--- src/rtl/bias_add_seq_if.sv ---
// Control, buffer-read, adder and result-write signals of the bias-add sequencer.
// master = sequencer side, slave = buffers/adder/controller side.
interface bias_add_seq_if #(
    parameter int DATA_WIDTH = 32,
    parameter int ADDR_WIDTH = 4
);
    logic                  start;
    logic [ADDR_WIDTH:0]   len;
    logic                  busy;
    logic                  done;
    logic                  err;
    logic [ADDR_WIDTH-1:0] rd_addr;
    logic [DATA_WIDTH-1:0] vec_data;
    logic [DATA_WIDTH-1:0] bias_data;
    logic                  add_start;
    logic                  add_done;
    logic [DATA_WIDTH-1:0] add_value_in;
    logic [DATA_WIDTH-1:0] add_bias;
    logic [DATA_WIDTH-1:0] add_value_out;
    logic                  res_we;
    logic [ADDR_WIDTH-1:0] res_addr;
    logic [DATA_WIDTH-1:0] res_data;

    modport master (
        input  start, len, vec_data, bias_data, add_done, add_value_out,
        output busy, done, err, rd_addr, add_start, add_value_in, add_bias,
               res_we, res_addr, res_data
    );

    modport slave (
        output start, len, vec_data, bias_data, add_done, add_value_out,
        input  busy, done, err, rd_addr, add_start, add_value_in, add_bias,
               res_we, res_addr, res_data
    );
endinterface

--- src/rtl/bias_add_seq.sv ---
// Sequencer driving the shared FP32 adder over a vector/bias buffer pair.
// Optional adder watchdog: define ADD_TIMEOUT_EN (limit = TIMEOUT cycles in WAIT_ADD).
module bias_add_seq #(
    parameter int DATA_WIDTH = 32,
    parameter int ADDR_WIDTH = 4,
    parameter int TIMEOUT    = 64
) (
    input  logic           clk,
    input  logic           rst,
    bias_add_seq_if.master bus
);
    typedef enum logic [2:0] {IDLE, FETCH, CAPTURE, LAUNCH, WAIT_ADD, WRITE, FIN} state_t;

    localparam logic [ADDR_WIDTH:0]   MAX_LEN = {1'b1, {ADDR_WIDTH{1'b0}}};
    localparam logic [DATA_WIDTH-1:0] ZERO_W  = '0;

    state_t                state;
    logic [ADDR_WIDTH-1:0] index;
    logic [ADDR_WIDTH:0]   len_q;
    logic                  last;
    logic                  tmo_hit;

    assign last = ({1'b0, index} == len_q - 1'b1);

`ifdef ADD_TIMEOUT_EN
    localparam int TW = (TIMEOUT > 1) ? $clog2(TIMEOUT) : 1;

    logic [TW-1:0] tmo_cnt;
    logic          err_q;

    // Counter restarts on every entry to WAIT_ADD; a done in the last allowed cycle still wins.
    always_ff @(posedge clk or posedge rst) begin
        if (rst) begin
            tmo_cnt <= '0;
            err_q   <= 1'b0;
        end else begin
            tmo_cnt <= (state == WAIT_ADD) ? tmo_cnt + 1'b1 : '0;
            if (state == IDLE && bus.start)
                err_q <= 1'b0;
            else if (tmo_hit)
                err_q <= 1'b1;
        end
    end

    assign tmo_hit = (state == WAIT_ADD) && !bus.add_done && (tmo_cnt == TW'(TIMEOUT - 1));
    assign bus.err = err_q;
`else
    assign tmo_hit = 1'b0;
    assign bus.err = 1'b0;
`endif

    always_ff @(posedge clk or posedge rst) begin
        if (rst) begin
            state            <= IDLE;
            index            <= '0;
            len_q            <= '0;
            bus.busy         <= 1'b0;
            bus.done         <= 1'b0;
            bus.rd_addr      <= '0;
            bus.add_start    <= 1'b0;
            bus.add_value_in <= ZERO_W;
            bus.add_bias     <= ZERO_W;
            bus.res_we       <= 1'b0;
            bus.res_addr     <= '0;
            bus.res_data     <= ZERO_W;
        end else begin
            bus.done      <= 1'b0;
            bus.add_start <= 1'b0;
            bus.res_we    <= 1'b0;
            case (state)
                IDLE: begin
                    if (bus.start) begin
                        index       <= '0;
                        bus.rd_addr <= '0;
                        if (bus.len == '0) begin
                            bus.done <= 1'b1;
                            state    <= FIN;
                        end else begin
                            len_q    <= (bus.len > MAX_LEN) ? MAX_LEN : bus.len;
                            bus.busy <= 1'b1;
                            state    <= FETCH;
                        end
                    end
                end
                FETCH: state <= CAPTURE;
                CAPTURE: begin
                    bus.add_value_in <= bus.vec_data;
                    bus.add_bias     <= bus.bias_data;
                    bus.add_start    <= 1'b1;
                    state            <= LAUNCH;
                end
                // add_done is not looked at here: a level done from the previous add may still be high.
                LAUNCH: state <= WAIT_ADD;
                WAIT_ADD: begin
                    if (bus.add_done) begin
                        bus.res_data <= bus.add_value_out;
                        bus.res_addr <= index;
                        bus.res_we   <= 1'b1;
                        state        <= WRITE;
                    end else if (tmo_hit) begin
                        bus.busy <= 1'b0;
                        bus.done <= 1'b1;
                        state    <= FIN;
                    end
                end
                WRITE: begin
                    if (last) begin
                        bus.busy <= 1'b0;
                        bus.done <= 1'b1;
                        state    <= FIN;
                    end else begin
                        index       <= index + 1'b1;
                        bus.rd_addr <= index + 1'b1;
                        state       <= FETCH;
                    end
                end
                FIN:     state <= IDLE;
                default: state <= IDLE;
            endcase
        end
    end
endmodule

--- src/flat_wrapper.sv ---
// flat-port wrapper written by rule: the top's interface ports become plain ports
module bias_add_seq_flat 
#(
    parameter int DATA_WIDTH = 32,
    parameter int ADDR_WIDTH = 4,
    parameter int TIMEOUT    = 64
)
  (clk, rst, bus_start, bus_len, bus_vec_data, bus_bias_data, bus_add_done, bus_add_value_out, bus_busy, bus_done, bus_err, bus_rd_addr, bus_add_start, bus_add_value_in, bus_add_bias, bus_res_we, bus_res_addr, bus_res_data);
  bias_add_seq_if #(.DATA_WIDTH(DATA_WIDTH), .ADDR_WIDTH(ADDR_WIDTH)) bus_i ();
  input  logic clk;
  input  logic rst;
  input wire logic [$bits(bus_i.start)-1:0] bus_start;
  input wire logic [$bits(bus_i.len)-1:0] bus_len;
  input wire logic [$bits(bus_i.vec_data)-1:0] bus_vec_data;
  input wire logic [$bits(bus_i.bias_data)-1:0] bus_bias_data;
  input wire logic [$bits(bus_i.add_done)-1:0] bus_add_done;
  input wire logic [$bits(bus_i.add_value_out)-1:0] bus_add_value_out;
  output wire logic [$bits(bus_i.busy)-1:0] bus_busy;
  output wire logic [$bits(bus_i.done)-1:0] bus_done;
  output wire logic [$bits(bus_i.err)-1:0] bus_err;
  output wire logic [$bits(bus_i.rd_addr)-1:0] bus_rd_addr;
  output wire logic [$bits(bus_i.add_start)-1:0] bus_add_start;
  output wire logic [$bits(bus_i.add_value_in)-1:0] bus_add_value_in;
  output wire logic [$bits(bus_i.add_bias)-1:0] bus_add_bias;
  output wire logic [$bits(bus_i.res_we)-1:0] bus_res_we;
  output wire logic [$bits(bus_i.res_addr)-1:0] bus_res_addr;
  output wire logic [$bits(bus_i.res_data)-1:0] bus_res_data;
  assign bus_i.start = bus_start;
  assign bus_i.len = bus_len;
  assign bus_i.vec_data = bus_vec_data;
  assign bus_i.bias_data = bus_bias_data;
  assign bus_i.add_done = bus_add_done;
  assign bus_i.add_value_out = bus_add_value_out;
  assign bus_busy = bus_i.busy;
  assign bus_done = bus_i.done;
  assign bus_err = bus_i.err;
  assign bus_rd_addr = bus_i.rd_addr;
  assign bus_add_start = bus_i.add_start;
  assign bus_add_value_in = bus_i.add_value_in;
  assign bus_add_bias = bus_i.add_bias;
  assign bus_res_we = bus_i.res_we;
  assign bus_res_addr = bus_i.res_addr;
  assign bus_res_data = bus_i.res_data;
  bias_add_seq #(.DATA_WIDTH(DATA_WIDTH), .ADDR_WIDTH(ADDR_WIDTH), .TIMEOUT(TIMEOUT)) u_core (.clk(clk), .rst(rst), .bus(bus_i));
endmodule
--- config.mk ---
export PLATFORM = sky130hd
export DESIGN_NAME = bias_add_seq_flat
export DESIGN_NICKNAME = d
export VERILOG_FILES = /design/src/rtl/bias_add_seq_if.sv /design/src/rtl/bias_add_seq.sv /design/src/flat_wrapper.sv
export SDC_FILE = /design/constraint.sdc
export NUM_CORES = 1
export LEC_CHECK = 0
export BUFFER_PORTS_ARGS = -buffer_cell sky130_fd_sc_hd__buf_2
export CORE_ASPECT_RATIO = 2
export CORE_MARGIN = 2
export CORE_UTILIZATION = 50
export CTS_CLUSTER_SIZE = 20
export DETAILED_ROUTE_END_ITERATION = 8
export GPL_TIMING_DRIVEN = 0
export PLACE_DENSITY = 0.85
export SLEW_MARGIN = 20
export SYNTH_ARGS = -nofsm -noshare
export SYNTH_HDL_FRONTEND = slang
export SYNTH_SLANG_ARGS = --single-unit
--- constraint.sdc ---
create_clock -name clk -period 7.3 [get_ports clk]
set_input_delay 1.46 -clock clk [delete_from_list [all_inputs] [get_ports clk]]
set_output_delay 1.46 -clock clk [all_outputs]
set_load 0.005 [all_outputs]
==> summary.md <==
| Metric | Value |
|---|---|
| Initial antenna violation count | `0` |
| Total Nets Final | `652` |
| Top cells by count, synth | `dfrtp_1 (116), mux2_2 (101), nand2_1 (13)` |
| Wire length per cell | `17.10 um` |
| Synth top area share | `62.62%` |
| Post-Syn Area | `4636 um^2` |
| CP Capture Type | `flip-flop` |
| HP Class | `flip-flop to flip-flop` |
| Setup tns final | `0 ns` |
| Hold path endpoint | `u_core.bus.add_value_in[11]$_DFFE_PP0P_` |
| Critical path required time | `7.58 ns` |
| Die Area | `10,100 um^2` |
| CTS resizes | `0` |
| Number of global-route vias before repair | `3,685` |
| Number of flops mapped to enable cells by yosys | `0` |
| Crit path max fanout | `10` |
| FP Rows | `49` |
| Largest net degree at the start of global routing | `69` |
| N_diodes | `0` |
| Cell Pwr Density | `471.6 nW/um^2` |
| Die Y | `140.2 um` |
| Max-cap viol count | `0` |
| Syn_area_per_cell | `14.81 um^2` |
| Ys flop type | `dfrtp_1` |
| DRT Wirelength | `11,290 um` |
| YS warnings | `0` |
| Worst skew pair latency | `0.40 ns` |
| Net count after synthesis | `420` |
| Hold path depth | `1` |
| Global-route wire length before repair | `17,690 um` |
| CTS H-tree lvls | `4` |
| Flops & latches, synth | `116` |
| Iteration-0 DRC Markers | `117` |
| Pre-antenna DRT Iters | `4` |
| Top post-synthesis cells by area | `dfrtp_1 (63%), mux2_2 (25%), buf_2 (1.1%)` |
| Non-filler cells, final | `660` |
| R2r worst-path depth | `7` |
| Final period utilization | `36.00%` |
| Num CTS Buffers | `17` |
| Min Tclk post-route | `2.628 ns` |
| DP HPWL | `8503 um` |
| Async SR Flop Fraction | `100.0%` |
| Startpoint Class | `input port` |
| Placeable core area | `9012 um^2` |
| Input/output buffers | `212` |
| Avg Vias per Cell | `5.180` |
| Gate Count Post-Synth | `313` |
| Worst Path Arrival | `2.91 ns` |
| R2R Path Start | `u_core.len_q[0]$_DFFE_PP0P_` |
| HP Start | `u_core.bus.add_value_in[11]$_DFFE_PP0P_` |
| CTS root buf | `clkbuf_16` |
| Post-synth top area cell | `dfrtp_1` |
| Post-synthesis sequential area ratio | `62.62%` |
| VDD IR max | `0.3280 mV` |
| Highest clock rate | `380.5 MHz` |
| FF-to-FF setup slack | `5.18 ns` |
| Hold-fix buffers, CTS | `0` |
| Chip width | `72.09 um` |
| Clock skew | `0.007259 ns` |
| TritonCTS clock tree | `done` |
| Placer Congestion | `0.8637` |
| Worst slew pin tran | `0.7038 ns` |
| Layout cells sized above 1 | `65.59%` |
| RSZ-0062 raised after global routing | `false` |
| Vias | `3,419` |
| Number of library cell types mapped by synthesis | `39` |
| Congestion Overflow GR | `0` |
| Kind of critical path | `input port to flip-flop` |
| Max Transition Viols Final | `0` |
| Final setup fails | `0` |
| GRT Resource Usage Total | `23.03%` |
| RR Endpoint | `u_core.state[1]$_DFFE_PP0P_` |
| Status | `finished clean` |
| Max Root-Sink Buffers | `2` |
| Final ANT Viol Nets | `0` |
| Slew margin rel. | `52.82%` |
| Starting Density | `51.44%` |
| Residual DRC | `0` |
| Top-count cell post-synth | `dfrtp_1` |
| Leak Pwr | `3.256 nW` |
| Worst-path clk slew | `0.05 ns` |
| Ports | `214` |
| Area Overhead vs Synth | `40.70%` |
| DP Cell Count | `628` |
| Final-report hold violation count | `0` |
| Number of setup buffers added after CTS | `0` |
| Clk sink count | `116` |
worst max path at each step:
stage | start | endpoint | slack, ns
6_report | bus_add_done | u_core.bus.res_data[1]$_DFFE_PP0P_ | 4.67
5_1_grt | bus_add_done | u_core.bus.res_data[1]$_DFFE_PP0P_ | 4.52
4_1_cts | bus_add_done | u_core.bus.res_data[1]$_DFFE_PP0P_ | 4.63
3_5_place_dp | bus_add_done | u_core.bus.res_data[1]$_DFFE_PP0P_ | 4.23
3_3_place_gp | rst | u_core.bus.res_data[25]$_DFFE_PP0P_ | 1.72
2_1_floorplan | rst | u_core.bus.add_bias[0]$_DFFE_PP0P_ | 2.77
layout make-up:
cell class / count / area (um^2)
Fill cell: 595 / 2490
Sequential cell: 116 / 2903
Clock inverter: 14 / 226.5
Timing Repair Buffer: 213 / 1089
Tap cell: 102 / 127.6
Clock buffer: 18 / 439.2
Multi-Input combinational cell: 177 / 1623
Inverter: 4 / 20.02
Buffer: 16 / 95.09
cells in the final DEF (no fill, tap or decap), types with 3 or more instances in the layout:
master / Yosys / routed
mux2_2: 101 / 101
inv_1: 4 / 3
nand2b_1: 4 / 4
clkinv_4: 0 / 6
nor3_1: 4 / 4
a211o_1: 3 / 3
clkbuf_16: 0 / 17
buf_2: 10 / 222
nand2_1: 13 / 13
o21ai_0: 8 / 8
nor2_1: 8 / 8
dfrtp_1: 116 / 116
bufinv_16: 0 / 5
xnor2_1: 5 / 5
routing by layer:
layer	vias up	GRT usage, %	share of wire (%)
met5	-	0	0
met4	0	10.33	2.9
met3	24	6.906	6.2
met2	153	43.70	58
met1	1673	21.44	33
li1	1569	-	-
sequential cells by signal, summed over array words and instances (netlist names):
name,cells
u_core.bus.add_bias,32
u_core.bus.add_start,1
u_core.bus.add_value_in,32
u_core.bus.busy,1
u_core.bus.done,1
u_core.bus.rd_addr,4
u_core.bus.res_addr,4
u_core.bus.res_data,32
u_core.bus.res_we,1
u_core.len_q,5
u_core.state,3
report_power, final:
| group | leakage [nW] | switching [mW] | internal [mW] |
|---|---|---|---|
| combinational | 1.53 | 0.432 | 0.595 |
| clock | 0.317 | 0.296 | 0.619 |
| sequential | 1.41 | 0.176 | 0.959 |
kinds of logic after synthesis:
family | count (synthesis) | synth area share, %
DFF | 116 | 62.62
adders and majority gates | 2 | 0.5397
xor gates and xnor gates | 5 | 0.9446
muxes | 102 | 24.86
other | 1 | 0.08089
buffers and inverters | 20 | 2.375
AOI/OAI and AO/OA | 26 | 3.914
and+or+nand+nor | 41 | 4.669
worst max-delay path, stage by stage:
cell and delay (ns):
buf_2 0.08, nand2_1 0.05, nor3_2 0.54, buf_2 0.38
mux2_2 0.38
through the flow:
step                      cell area, um^2  total power, mW  worst slack (ns)  hold slack, ns  util [%]
after floorplan                      4636            1.711             2.768          0.4697         -
after global placement               5824            2.107             1.721          0.4837     64.63
after detailed placement             5857            2.177             4.225          0.4897     64.99
after CTS                            6523            3.113             4.632          0.5018     72.37
after global routing                 6523            3.247             4.524          0.5152     72.37
final                                6523            3.076             4.672          0.4989     72.37
(Power assumes the default switching activity.)
